--- src/rtl/synapse_obi_loader.sv ---
// synapse_obi_loader: OBI initiator that copies weight words src -> dst in FIFO_DEPTH batches.
// Optional gnt-stall cycle counter enabled by defining SYNLOADER_STALL_CNT_EN.

typedef struct packed {
    logic        req;
    logic        we;
    logic [3:0]  be;
    logic [31:0] addr;
    logic [31:0] wdata;
} obi_req_t;

typedef struct packed {
    logic        gnt;
    logic        rvalid;
    logic [31:0] rdata;
} obi_rsp_t;

module synapse_obi_loader #(
    parameter int  FIFO_DEPTH = 4,
    parameter int  LEN_W      = 14,
    parameter type req_t      = obi_req_t,
    parameter type rsp_t      = obi_rsp_t
) (
    input  logic             CLK,
    input  logic             RST,
    input  logic             start_i,
    input  logic [31:0]      src_addr_i,
    input  logic [31:0]      dst_addr_i,
    input  logic [LEN_W-1:0] len_i,
    output logic             busy_o,
    output logic             done_o,
    output logic [15:0]      stall_cnt_o,
    output req_t             obi_master_req_o,
    input  rsp_t             obi_master_resp_i
);
    localparam int AW  = $clog2(FIFO_DEPTH);
    localparam int AW1 = AW + 1;
    localparam logic [AW:0]      CNT_LAST = AW1'(FIFO_DEPTH - 1);
    localparam logic [AW-1:0]    PTR_ONE  = AW'(1);
    localparam logic [AW:0]      CNT_ONE  = AW1'(1);
    localparam logic [LEN_W-1:0] LEN_ONE  = LEN_W'(1);

    typedef enum logic [2:0] {
        S_IDLE, S_RD_REQ, S_RD_WAIT, S_WR_REQ, S_WR_WAIT, S_FIN
    } state_t;

    state_t           r_state;
    state_t           w_next;
    logic [31:0]      r_src;
    logic [31:0]      r_dst;
    logic [LEN_W-1:0] r_len;
    logic [LEN_W-1:0] r_rd_idx;
    logic [LEN_W-1:0] r_wr_idx;
    logic [31:0]      r_buf [FIFO_DEPTH];
    logic [AW-1:0]    r_wptr;
    logic [AW-1:0]    r_rptr;
    logic [AW:0]      r_cnt;
    logic             r_busy;
    logic             r_done;
    logic             w_start;
    logic             w_gnt;
    logic             w_rvalid;
    logic             w_push;
    logic             w_pop;
    logic             w_req;
    logic [31:0]      w_rd_off;
    logic [31:0]      w_wr_off;

    assign w_start  = start_i && (r_state == S_IDLE);
    assign w_gnt    = obi_master_resp_i.gnt;
    assign w_rvalid = obi_master_resp_i.rvalid;
    assign w_push   = (r_state == S_RD_WAIT) && w_rvalid;
    assign w_pop    = (r_state == S_WR_REQ) && w_gnt;
    assign w_rd_off = 32'({r_rd_idx, 2'b00});
    assign w_wr_off = 32'({r_wr_idx, 2'b00});

    // State register
    always_ff @(posedge CLK) begin
        if (RST) r_state <= S_IDLE;
        else     r_state <= w_next;
    end

    // Next-state decode: one outstanding transaction, batch reads then drain
    always_comb begin
        w_next = r_state;
        unique case (r_state)
            S_IDLE: begin
                if (start_i) w_next = (len_i == '0) ? S_FIN : S_RD_REQ;
            end
            S_RD_REQ: begin
                if (w_gnt) w_next = S_RD_WAIT;
            end
            S_RD_WAIT: begin
                if (w_rvalid) begin
                    if (r_cnt == CNT_LAST || (r_rd_idx + LEN_ONE) == r_len)
                        w_next = S_WR_REQ;
                    else
                        w_next = S_RD_REQ;
                end
            end
            S_WR_REQ: begin
                if (w_gnt) w_next = S_WR_WAIT;
            end
            S_WR_WAIT: begin
                if (w_rvalid) begin
                    if (r_wr_idx == r_len)  w_next = S_FIN;
                    else if (r_cnt == '0)   w_next = S_RD_REQ;
                    else                    w_next = S_WR_REQ;
                end
            end
            S_FIN:   w_next = S_IDLE;
            default: w_next = S_IDLE;
        endcase
    end

    // Request outputs: fields derive from registers so they hold while gnt is low
    always_comb begin
        obi_master_req_o    = '0;
        obi_master_req_o.be = 4'hF;
        if (r_state == S_RD_REQ) begin
            obi_master_req_o.req  = 1'b1;
            obi_master_req_o.addr = r_src + w_rd_off;
        end else if (r_state == S_WR_REQ) begin
            obi_master_req_o.req   = 1'b1;
            obi_master_req_o.we    = 1'b1;
            obi_master_req_o.addr  = r_dst + w_wr_off;
            obi_master_req_o.wdata = r_buf[r_rptr];
        end
    end

    assign w_req  = obi_master_req_o.req;
    assign busy_o = r_busy;
    assign done_o = r_done;

    // Transfer bookkeeping: captured parameters, indices, buffer pointers, status
    always_ff @(posedge CLK) begin
        if (RST) begin
            r_src    <= '0;
            r_dst    <= '0;
            r_len    <= '0;
            r_rd_idx <= '0;
            r_wr_idx <= '0;
            r_wptr   <= '0;
            r_rptr   <= '0;
            r_cnt    <= '0;
            r_busy   <= 1'b0;
            r_done   <= 1'b0;
        end else begin
            r_done <= (r_state == S_FIN);
            if (w_start) begin
                r_src    <= src_addr_i;
                r_dst    <= dst_addr_i;
                r_len    <= len_i;
                r_rd_idx <= '0;
                r_wr_idx <= '0;
                r_wptr   <= '0;
                r_rptr   <= '0;
                r_cnt    <= '0;
                r_busy   <= 1'b1;
            end
            if (r_state == S_FIN) r_busy <= 1'b0;
            if (w_push) begin
                r_wptr   <= r_wptr + PTR_ONE;
                r_rd_idx <= r_rd_idx + LEN_ONE;
                r_cnt    <= r_cnt + CNT_ONE;
            end
            if (w_pop) begin
                r_rptr   <= r_rptr + PTR_ONE;
                r_wr_idx <= r_wr_idx + LEN_ONE;
                r_cnt    <= r_cnt - CNT_ONE;
            end
        end
    end

    // Word buffer storage; validity is tracked by the pointers above
    always_ff @(posedge CLK) begin
        if (w_push) r_buf[r_wptr] <= obi_master_resp_i.rdata;
    end

`ifdef SYNLOADER_STALL_CNT_EN
    logic [15:0] r_stall;

    // Saturating count of request cycles left waiting for gnt
    always_ff @(posedge CLK) begin
        if (RST)
            r_stall <= '0;
        else if (w_start)
            r_stall <= '0;
        else if (w_req && !w_gnt && r_stall != 16'hFFFF)
            r_stall <= r_stall + 16'd1;
    end

    assign stall_cnt_o = r_stall;
`else
    assign stall_cnt_o = 16'h0;
`endif

endmodule
--- config.mk ---
export PLATFORM = sky130hd
export DESIGN_NAME = synapse_obi_loader
export DESIGN_NICKNAME = d
export VERILOG_FILES = /design/src/rtl/synapse_obi_loader.sv
export SDC_FILE = /design/constraint.sdc
export NUM_CORES = 1
export LEC_CHECK = 0
export BUFFER_PORTS_ARGS = -buffer_cell sky130_fd_sc_hd__buf_2
export CORE_MARGIN = 2
export CORE_UTILIZATION = 55
export CTS_CLUSTER_SIZE = 12
export DETAILED_ROUTE_END_ITERATION = 10
export PLACE_DENSITY_LB_ADDON = 0.15
export SYNTH_ARGS = -nofsm -noshare
export SYNTH_HDL_FRONTEND = slang
export SYNTH_SLANG_ARGS = --single-unit
--- constraint.sdc ---
create_clock -name CLK -period 6.9 [get_ports CLK]
set_input_delay 1.38 -clock CLK [delete_from_list [all_inputs] [get_ports CLK]]
set_output_delay 1.38 -clock CLK [all_outputs]
set_load 0.02 [all_outputs]
==> impl_metrics.yaml <==
setup_path:
  crit_arrival_ps: 3830
  crit_start: "r_rd_idx[0]"
  cp_max_fo: 8
  criticalPathCategory: "reg2out"
  timing.rr.end: "r_rd_idx[13]"
  ff2ff_setup_slack_ps: 3330
  reg2regPathDepth: 7
  cp-start-kind: "register"
  crit_required_ps: 5520
  r2r-start: "r_state[1]"
  endpoint_kind: "output pin"
global_routing:
  track_usage_pct: 25.84
  grt_pass1_wl_mm: 49.65
  antenna_found_initial: 2
  grt_remaining_overflow: 0
  grt_pass1_vias: 9637
  grt_max_degree: 90
synthesis:
  synth.cell_area_um2: 12630
  yosysSeqAreaShare_pct: 49.46
  synth_cells: 1250
  ys_seq_elements: 248
  synth_top_family_by_area: "simple AND/OR/NAND/NOR gates"
  synth_compound_area_share_pct: 12.91
  yosysWarningCount: 0
  synthFlopType: "edfxtp_1"
  postSynthAreaPerCell_um2: 10.10
  synthMuxAreaShare_pct: 6.113
  synth_simple_gate_area_share_pct: 17.14
  synthDistinctLibCells: 75
  synthAdderAreaFrac_pct: 4.082
  synth-edff-count: 128
  synth-xor-area-share_pct: 5.965
  async_flop_share_pct: 0
clock_tree:
  cts_tree: "done"
  htree_num_levels: 1
  cts_resized: 0
  numCtsBuffers: 28
  clockBufferDepth: 3
  postCtsSetupBuffers: 0
  ctsHoldBuffers: 0
  cts_root_buffer: "clkbuf_16"
  insertion_delay_ps: 560
  clkSinkCount: 248
  clk_pin_slew_ps: 60
run:
  max_cap_violations: 0
floorplan:
  die_h_um: 155.5
  rows: 55
  die_w_um: 155.5
  ios: 203
  dieArea_um2: 24190
  start_util_pct: 55.95
  fp.coreArea_um2: 22570
final_layout:
  n_fill_cell: 1897
  multi_input_area_um2: 5917
  final-seq-area_um2: 6248
  final_nets: 1558
  area_growth_pct: 15.49
  layout-drive-gt1-share_pct: 20.42
sta:
  slew_headroom_pct: 33.96
  rsz0062_at_grt: "no"
  worst_pin_slew_ps: 990.5
  finalMaxSlewViolations: 0
  fmax_ghz: 0.1918
  setup_viol_count_final: 0
  period_share_pct: 75.57
  layout_setup_ws_ps: 1685
  layout_min_cycle_time_ps: 5215
  skew_ps: 44.09
  finalHoldViolations: 0
  fin_tns_setup_ps: 0
detailed_routing:
  drc_errors: 0
  drt_iter0_drc: 619
  first_pass_iters: 5
  routed_wl_mm: 31.84
  vias_per_cell: 5.786
  route.antenna.remaining_nets: 0
  post_drt_wl_per_cell_um: 18.61
  vias: 9900
outcome:
  status: "completed"
hold_path:
  hold_path_end: "r_src[1]"
  worstHoldStart: "r_src[1]"
  holdPathStages: 2
  worstHoldPathType: "reg2reg"
place:
  place.gp.congestion: 0.9196
  hpwl_mm: 21.77
  dp_slack_ps: 2296
  port_buffers: 182
power_and_ir_drop:
  vdd_ir_drop_max_v: 0.0002369
  powerDensity_nw_per_um2: 233.0
  p_leak_nw: 5.603
## routing by layer
metal / vias to the layer above / global-route usage [%] / wire length, um
met3: 73 / 5.181 / 2288
met1: 4660 / 31.99 / 12910
li1: 4805 / - / -
met5: - / 0 / 13
met4: 2 / 10.00 / 1234
met2: 360 / 44.71 / 15390
## cells in the mapped netlist, types with 11 or more instances
master,n,area share [%]
o21a_1,13,0.77
o22ai_1,11,0.54
a211oi_1,19,1.1
a21oi_1,131,5.2
nor3_1,31,1.2
clkbuf_1,53,1.6
edfxtp_1,128,30
dfxtp_1,120,19
nor4_1,16,0.79
nand2_1,220,6.5
buf_4,23,1.4
inv_1,21,0.62
nand4_1,13,0.64
nor2_1,70,2.1
xor2_1,24,1.7
nand3_1,32,1.3
and3_1,51,2.5
o21ai_0,23,0.91
mux4_2,32,5.7
xnor2_1,62,4.3
ha_1,38,3.8
## critical path, cell delays in order (launching register included)
cell	delay [ps]
dfxtp_1	380
ha_1	260
fa_1	400
a21oi_1	210
nor2_1	90
or4bb_1	570
a2111oi_4	580
nor3_1	130
xnor2_1	160
a211oi_1	290
buf_2	230
## stage by stage
| stage | instances | area, um^2 | utilization [%] | hold slack (ps) | power, mW |
|---|---|---|---|---|---|
| after CTS | 1710 | 14580 | 64.60 | 463.9 | 3.418 |
| after global routing | 1710 | 14580 | 64.60 | 478.0 | 3.500 |
| after global placement | 1658 | 13620 | 60.32 | 445.1 | 1.896 |
| after detailed placement | 1658 | 13620 | 60.32 | 455.5 | 1.901 |
| final | 1711 | 14580 | 64.61 | 461.4 | 3.397 |
| after floorplan | 1268 | 12700 | - | 435.7 | 1.808 |
## placed cells by master (no fill, tap or decap), types with 24 or more instances in the layout
cell,count
a21oi_1,131
and3_1,51
buf_2,181
clkbuf_16,28
dfxtp_1,118
edfxtp_1,128
ha_1,38
mux4_2,32
nand2_1,220
nand3_1,32
nor2_1,70
nor3_1,30
xnor2_1,62
xor2_1,24
## logic make-up (layout without fill, tap and decap cells)
family	Yosys count	in the layout
buffers and inverters	112	269
flip-flops	248	248
XOR/XNOR	86	86
other	2	21
adder cells (fa/ha/maj)	40	40
AND/OR/NAND/NOR	467	467
multiplexers	37	37
AO/OA/AOI/OAI	258	258
## flip-flops by register name (all words and copies together), names as in the netlist, named ones only
name / cells
r_len: 14
r_rd_idx: 14
r_dst: 32
r_cnt: 3
r_wr_idx: 14
r_buf: 128
busy_o: 1
r_src: 32
done_o: 1
r_rptr: 2
r_state: 3
r_wptr: 2
## final cells by class
class                   count  share of cell area, %
diodes                      1                0.01716
clock inverters            10                  1.184
repair buffers            195                  6.932
flip-flops and latches    248                  42.84
well taps                 285                  2.445
multi-input cells         908                  40.57
inverters                  22                 0.5662
clock buffers              42                  5.439
## where the power goes
| group | internal (mW) | switching (mW) |
|---|---|---|
| combinational | 0.0926 | 0.163 |
| sequential | 1.58 | 0.0351 |
| clock | 0.944 | 0.582 |
| total | 2.62 | 0.780 |
## worst max path at each step
| stage | depth (start not counted) | endpoint | slack, ps |
|---|---|---|---|
| after floorplan | 9 | obi_master_req_o[54] | 2450 |
| after global placement | 10 | obi_master_req_o[56] | 2310 |
| after detailed placement | 10 | obi_master_req_o[56] | 2300 |
| after CTS | 10 | obi_master_req_o[56] | 1740 |
| after global routing | 10 | obi_master_req_o[54] | 1500 |
| final | 10 | obi_master_req_o[56] | 1690 |
(Power assumes the default switching activity.)
